===== src/rtl/interrupt_controller.sv =====
// Interrupt controller: latches IRQ rising edges, hands one interrupt at a time to the CPU,
// and exposes ENABLE/PENDING/CTRL/STATUS over a word-addressed bus with registered reads.
module interrupt_controller #(
  parameter int unsigned BUS_W     = 32,
  parameter int unsigned NUM_IRQ   = 4,
  parameter int unsigned ID_W      = 2,
  parameter int unsigned BASE_ADDR = 'h100
) (
  input  logic               i_Clk,
  input  logic               i_Rst,
  input  logic [NUM_IRQ-1:0] i_IrqLines,
  output logic               o_IntRequest,
  output logic [ID_W-1:0]    o_IntNumber,
  output logic               o_IntPending,
  input  logic               i_IntAckAttended,
  input  logic               i_IntAckComplete,
  input  logic               i_WEnable,
  input  logic [BUS_W-1:0]   i_WAddr,
  input  logic [BUS_W-1:0]   i_WData,
  input  logic               i_REnable,
  input  logic [BUS_W-1:0]   i_RAddr,
  output logic [BUS_W-1:0]   o_RData,
  output logic               o_DataMemRdy
);

  typedef enum logic [1:0] {
    StIdle    = 2'd0,
    StReq     = 2'd1,
    StService = 2'd2
  } state_e;

  state_e             state_q, state_d;
  logic [ID_W-1:0]    id_q, id_d, first_id;
  logic [NUM_IRQ-1:0] prev_q, enable_q, enable_d, pending_q, pending_d;
  logic [NUM_IRQ-1:0] irq_edge, cand;
  logic               gie_q, gie_d;
  logic [BUS_W-1:0]   rdata_q, rdata_d, woff, roff;
  logic               rdy_q, rdy_d, w_hit, r_hit;
  logic               unused_wdata;

  assign irq_edge = i_IrqLines & ~prev_q;
  assign cand     = pending_q & enable_q & {NUM_IRQ{gie_q}};
  assign woff     = i_WAddr - BUS_W'(BASE_ADDR);
  assign roff     = i_RAddr - BUS_W'(BASE_ADDR);
  assign w_hit    = i_WEnable && (woff < BUS_W'(4));
  assign r_hit    = i_REnable && (roff < BUS_W'(4));

  assign unused_wdata = ^i_WData[BUS_W-1:NUM_IRQ];

  // Fixed priority: lowest index wins.
  always_comb begin
    first_id = '0;
    for (int k = NUM_IRQ - 1; k >= 0; k--) begin
      if (cand[k]) first_id = ID_W'(k);
    end
  end

  always_comb begin
    state_d = state_q;
    id_d    = id_q;
    case (state_q)
      StIdle: begin
        if (|cand) begin
          state_d = StReq;
          id_d    = first_id;
        end
      end
      StReq:     if (i_IntAckAttended) state_d = StService;
      StService: if (i_IntAckComplete) state_d = StIdle;
      default:   state_d = StIdle;
    endcase
  end

  // Edge set is applied last so a simultaneous new event survives W1C or ack clearing.
  always_comb begin
    pending_d = pending_q;
    enable_d  = enable_q;
    gie_d     = gie_q;
    if (w_hit && woff[1:0] == 2'd0) enable_d = i_WData[NUM_IRQ-1:0];
    if (w_hit && woff[1:0] == 2'd1) pending_d = pending_d & ~i_WData[NUM_IRQ-1:0];
    if (w_hit && woff[1:0] == 2'd2) gie_d = i_WData[0];
    if (state_q == StReq && i_IntAckAttended) pending_d[id_q] = 1'b0;
    pending_d = pending_d | irq_edge;
  end

  // Writes anywhere are acknowledged; only mapped reads are.
  always_comb begin
    rdata_d = rdata_q;
    rdy_d   = i_WEnable || r_hit;
    if (r_hit) begin
      rdata_d = '0;
      case (roff[1:0])
        2'd0:    rdata_d[NUM_IRQ-1:0] = enable_q;
        2'd1:    rdata_d[NUM_IRQ-1:0] = pending_q;
        2'd2:    rdata_d[0]           = gie_q;
        default: rdata_d[ID_W+1:0]    = {state_q, id_q};
      endcase
    end
  end

  always_ff @(posedge i_Clk) begin
    if (i_Rst) begin
      state_q   <= StIdle;
      id_q      <= '0;
      prev_q    <= '0;
      enable_q  <= '0;
      pending_q <= '0;
      gie_q     <= 1'b0;
      rdata_q   <= '0;
      rdy_q     <= 1'b0;
    end else begin
      state_q   <= state_d;
      id_q      <= id_d;
      prev_q    <= i_IrqLines;
      enable_q  <= enable_d;
      pending_q <= pending_d;
      gie_q     <= gie_d;
      rdata_q   <= rdata_d;
      rdy_q     <= rdy_d;
    end
  end

  assign o_IntRequest = (state_q == StReq);
  assign o_IntPending = (state_q == StReq);
  assign o_IntNumber  = id_q;
  assign o_RData      = rdata_q;
  assign o_DataMemRdy = rdy_q;

endmodule

===== config.mk =====
export PLATFORM = sky130hd
export DESIGN_NAME = interrupt_controller
export DESIGN_NICKNAME = d
export VERILOG_FILES = /design/src/rtl/interrupt_controller.sv
export SDC_FILE = /design/constraint.sdc
export NUM_CORES = 1
export LEC_CHECK = 0
export CAP_MARGIN = 20
export CORE_MARGIN = 8
export CORE_UTILIZATION = 33
export DETAILED_ROUTE_END_ITERATION = 10
export PLACE_DENSITY = 0.86
export REMOVE_ABC_BUFFERS = 1
export SLEW_MARGIN = 15
export SYNTH_ARGS = -nofsm -noshare
export SYNTH_HDL_FRONTEND = slang
export SYNTH_SLANG_ARGS = --single-unit
export TNS_END_PERCENT = 10

===== constraint.sdc =====
create_clock -name i_Clk -period 4.42 [get_ports i_Clk]
set_clock_uncertainty 0.15 [all_clocks]
set_input_delay 0.884 -clock i_Clk [delete_from_list [all_inputs] [get_ports i_Clk]]
set_output_delay 0.884 -clock i_Clk [all_outputs]
set_load 0.01 [all_outputs]

==> run_results.csv <==
group,metric,value,unit
run_status,status,"completed",
timing,finalCritPeriodShare,86.5,%
logic_synthesis,synthArstFlopShare,0,%
layout,stdcell_area,2410,um2
detailed_routing,drc,0,
clock_tree,clock_path_buffers,2,
worst_setup_path,max_stage_delay,710,ps
timing,worst_slack,595,ps
clock_tree,insertion_delay,260,ps
timing,setup_tns,0,ps
power_and_ir_drop,p_int,0.358,mW
detailed_routing,drtIter0Drc,75,
layout,fin_nets,385,
detailed_routing,drtAntennaViolNets,0,
detailed_routing,drt_wl_total,4760,um
logic_synthesis,synth_most_common_cell,"buf_4",
power_and_ir_drop,pwr-share-clk,30.3,%
die,fp-row-count,25,
logic_synthesis,synth_warnings,0,
power_and_ir_drop,ir_worst_vdd,0.195,mV
die,die_area,7170,um2
logic_synthesis,syn_inst,193,
clock_tree,cts_root_buffer,"clkbuf_8",
detailed_routing,route.detailed.vias_per_inst,4.96,
logic_synthesis,ys_seq_elements,22,
logic_synthesis,ys_top_cells_by_area,"dfxtp_1, buf_4, a21oi_1",
global_route,grt_max_degree,23,
logic_synthesis,synth_top_area_share,28.3,%
logic_synthesis,synthDistinctLibCells,41,
global_route,grt_pass1_vias,1625,
placement,io_buffers,86,
detailed_routing,num_vias,1646,
timing,rsz0062_at_grt,"no",
worst_setup_path,cp_cell_sequence,"clkdlybuf4s50_1 > nor4_2 > a21boi_1 > a31o_2 > or4_1 > or4b_2 > a21oi_1",
logic_synthesis,syn-cell-area,1560,um2
logic_synthesis,ys.flop_type,"dfxtp_1",
worst_setup_path,critPathLaunchType,"input pin",
logic_synthesis,synth_commonest_cells,"buf_4, dfxtp_1, nor2_1",
placement,place_area,2350,um2
clock_tree,h-tree-depth,1,
die,die_h,84.7,um
clock_tree,cts_inserted_buffers,3,
clock_tree,cts_hold_repair.buffers,0,
timing,slew_violations,0,
die,coreArea,4630,um2
power_and_ir_drop,netSwitchingPower,0.109,mW
placement,placedCellCount,328,
global_route,grt_pass1_wl,7550,um
layout,fin_cells,332,
clock_tree,cts_resized,0,
layout,drive_gt1_share,5.76,%
placement,pre_cts_ws,366,ps
global_route,gr-total-overflow,0,
detailed_routing,dr.pass1.iters,4,
timing,slew_headroom,38.5,%
worst_setup_path,r2r_start,"state_q[0]",
timing,worst_slew_pin_slew,923,ps
worst_hold_path,worstHoldEndpoint,"pending_q[0]",
placement,dp_hpwl,4060,um
clock_tree,tritoncts,"done",
clock_tree,clkTransAtPathRegs,80,ps
worst_setup_path,crit_type,"in -> reg",
worst_setup_path,cp_data_arrival_time,3850,ps
logic_synthesis,synth_top_area_cell,"dfxtp_1",
worst_setup_path,cp-end-kind,"flip-flop",
power_and_ir_drop,leakage,0.826,nW
power_and_ir_drop,p_seq_share,44.1,%
power_and_ir_drop,combPwrFrac,25.7,%
worst_hold_path,hold_start,"prev_q[0]",
layout,area_delta_synth_final,54.5,%
worst_hold_path,hold_depth,2,
logic_synthesis,synth-edff-count,0,
worst_setup_path,reg2reg_depth,5,
layout,n_antenna_cell,0,
worst_setup_path,path_max_fanout,12,
worst_hold_path,hold_path_class,"reg -> reg",
die,ios,143,
die,die_x,84.7,um
clock_tree,postCtsSetupRepairBufs,0,
placement,place_congestion,0.887,
worst_setup_path,r2r-end,"pending_q[0]",
die,initial_utilization,33.6,%
worst_setup_path,critPathSlowestCell,"or4_1",
timing,hold_viol_final,0,
clock_tree,clock_sink_count,22,
power_and_ir_drop,power_density,194,nW/um2
timing,max_freq,0.261,GHz
layout,fin_util,52.0,%
timing,fin_crit,3820,ps
power_and_ir_drop,p_sw_share,23.4,%
global_route,antenna_found_initial,0,
worst_setup_path,r2r_slack,2820,ps
timing,setup_violations,0,
detailed_routing,wire_per_inst,14.3,um
global_route,grt_usage,12.3,%
logic_synthesis,seq_area_frac_synth,28.3,%
worst_setup_path,crit_required,4440,ps
logic_synthesis,synth_area_per_cell,8.07,um2
run,maxCapViolations,0,
[layout by cell type, fill, tap and decap left out, types with 6 or more instances in the layout]
cell type,n
dfxtp_1,22
a211oi_1,6
nand3_1,6
nand2_1,14
nor2_1,17
clkdlybuf4s50_1,86
nor4_1,8
nor2b_1,6
a21oi_1,13
conb_1,28
[logic make-up after synthesis]
kind of cell	after synthesis	share of synthesized area, %
compound gates	45	19.6
simple gates	80	29.7
mux	5	4.26
xor+xnor	2	1.12
buf+inv	38	16.8
other cells	1	0.241
flops	22	28.3
[registers in the layout (all words and copies together) (netlist names)]
name,flops
pending_q,4
o_DataMemRdy,1
prev_q,4
state_q,2
gie_q,1
enable_q,4
o_RData,4
o_IntNumber,2
[layer usage]
layer / up-vias / wire length, um / global-route usage (%) / share of wire, %
li1: 831 / - / - / -
met1: 747 / 2200 / 15.4 / 46
met2: 66 / 2190 / 20.5 / 46
met3: 2 / 346 / 4.20 / 7.3
met4: 0 / 22 / 0.971 / 0.46
met5: - / 0 / 0 / 0
[critical path, delay by kind of cell]
kind | cells | cell delay, ps
and+or+nand+nor | 3 | 1990
buffers and inverters | 1 | 410
AOI/OAI and AO/OA | 3 | 560
[through the flow]
stage / hold slack, ps / total power [mW]
3_5_place_dp: 329 / 0.329
2_1_floorplan: 298 / 0.246
4_1_cts: 341 / 0.471
6_report: 339 / 0.468
5_1_grt: 363 / 0.490
3_3_place_gp: 318 / 0.327
[final cells by class]
class	count	area, um2
fillers	448	2220
multi-input cells	160	957
repair buffers	87	868
flip-flops and latches	22	440
well taps	54	67.6
clock buffers	4	55.1
inverters	5	18.8
[worst max-delay path by stage]
| stage | from | endpoint | slack, ps | cells past startpoint |
|---|---|---|---|---|
| after global placement | i_WAddr[13] | enable_q[1] | 390 | 7 |
| after global routing | i_WAddr[15] | enable_q[1] | 430 | 7 |
| after detailed placement | i_WAddr[13] | enable_q[1] | 370 | 7 |
| after CTS | i_WAddr[13] | enable_q[1] | 630 | 7 |
| after floorplan | i_WAddr[15] | enable_q[1] | 1060 | 6 |
| final | i_WAddr[13] | enable_q[1] | 600 | 7 |
[power by group through the flow]
stage / registers, mW / clock network [mW] / logic, mW
floorplan: 0.210 / 0 / 0.0358
global placement: 0.211 / 0 / 0.117
detailed placement: 0.211 / 0 / 0.119
CTS: 0.206 / 0.146 / 0.119
global route: 0.207 / 0.153 / 0.130
finish: 0.206 / 0.142 / 0.120
(Power assumes the default switching activity.)
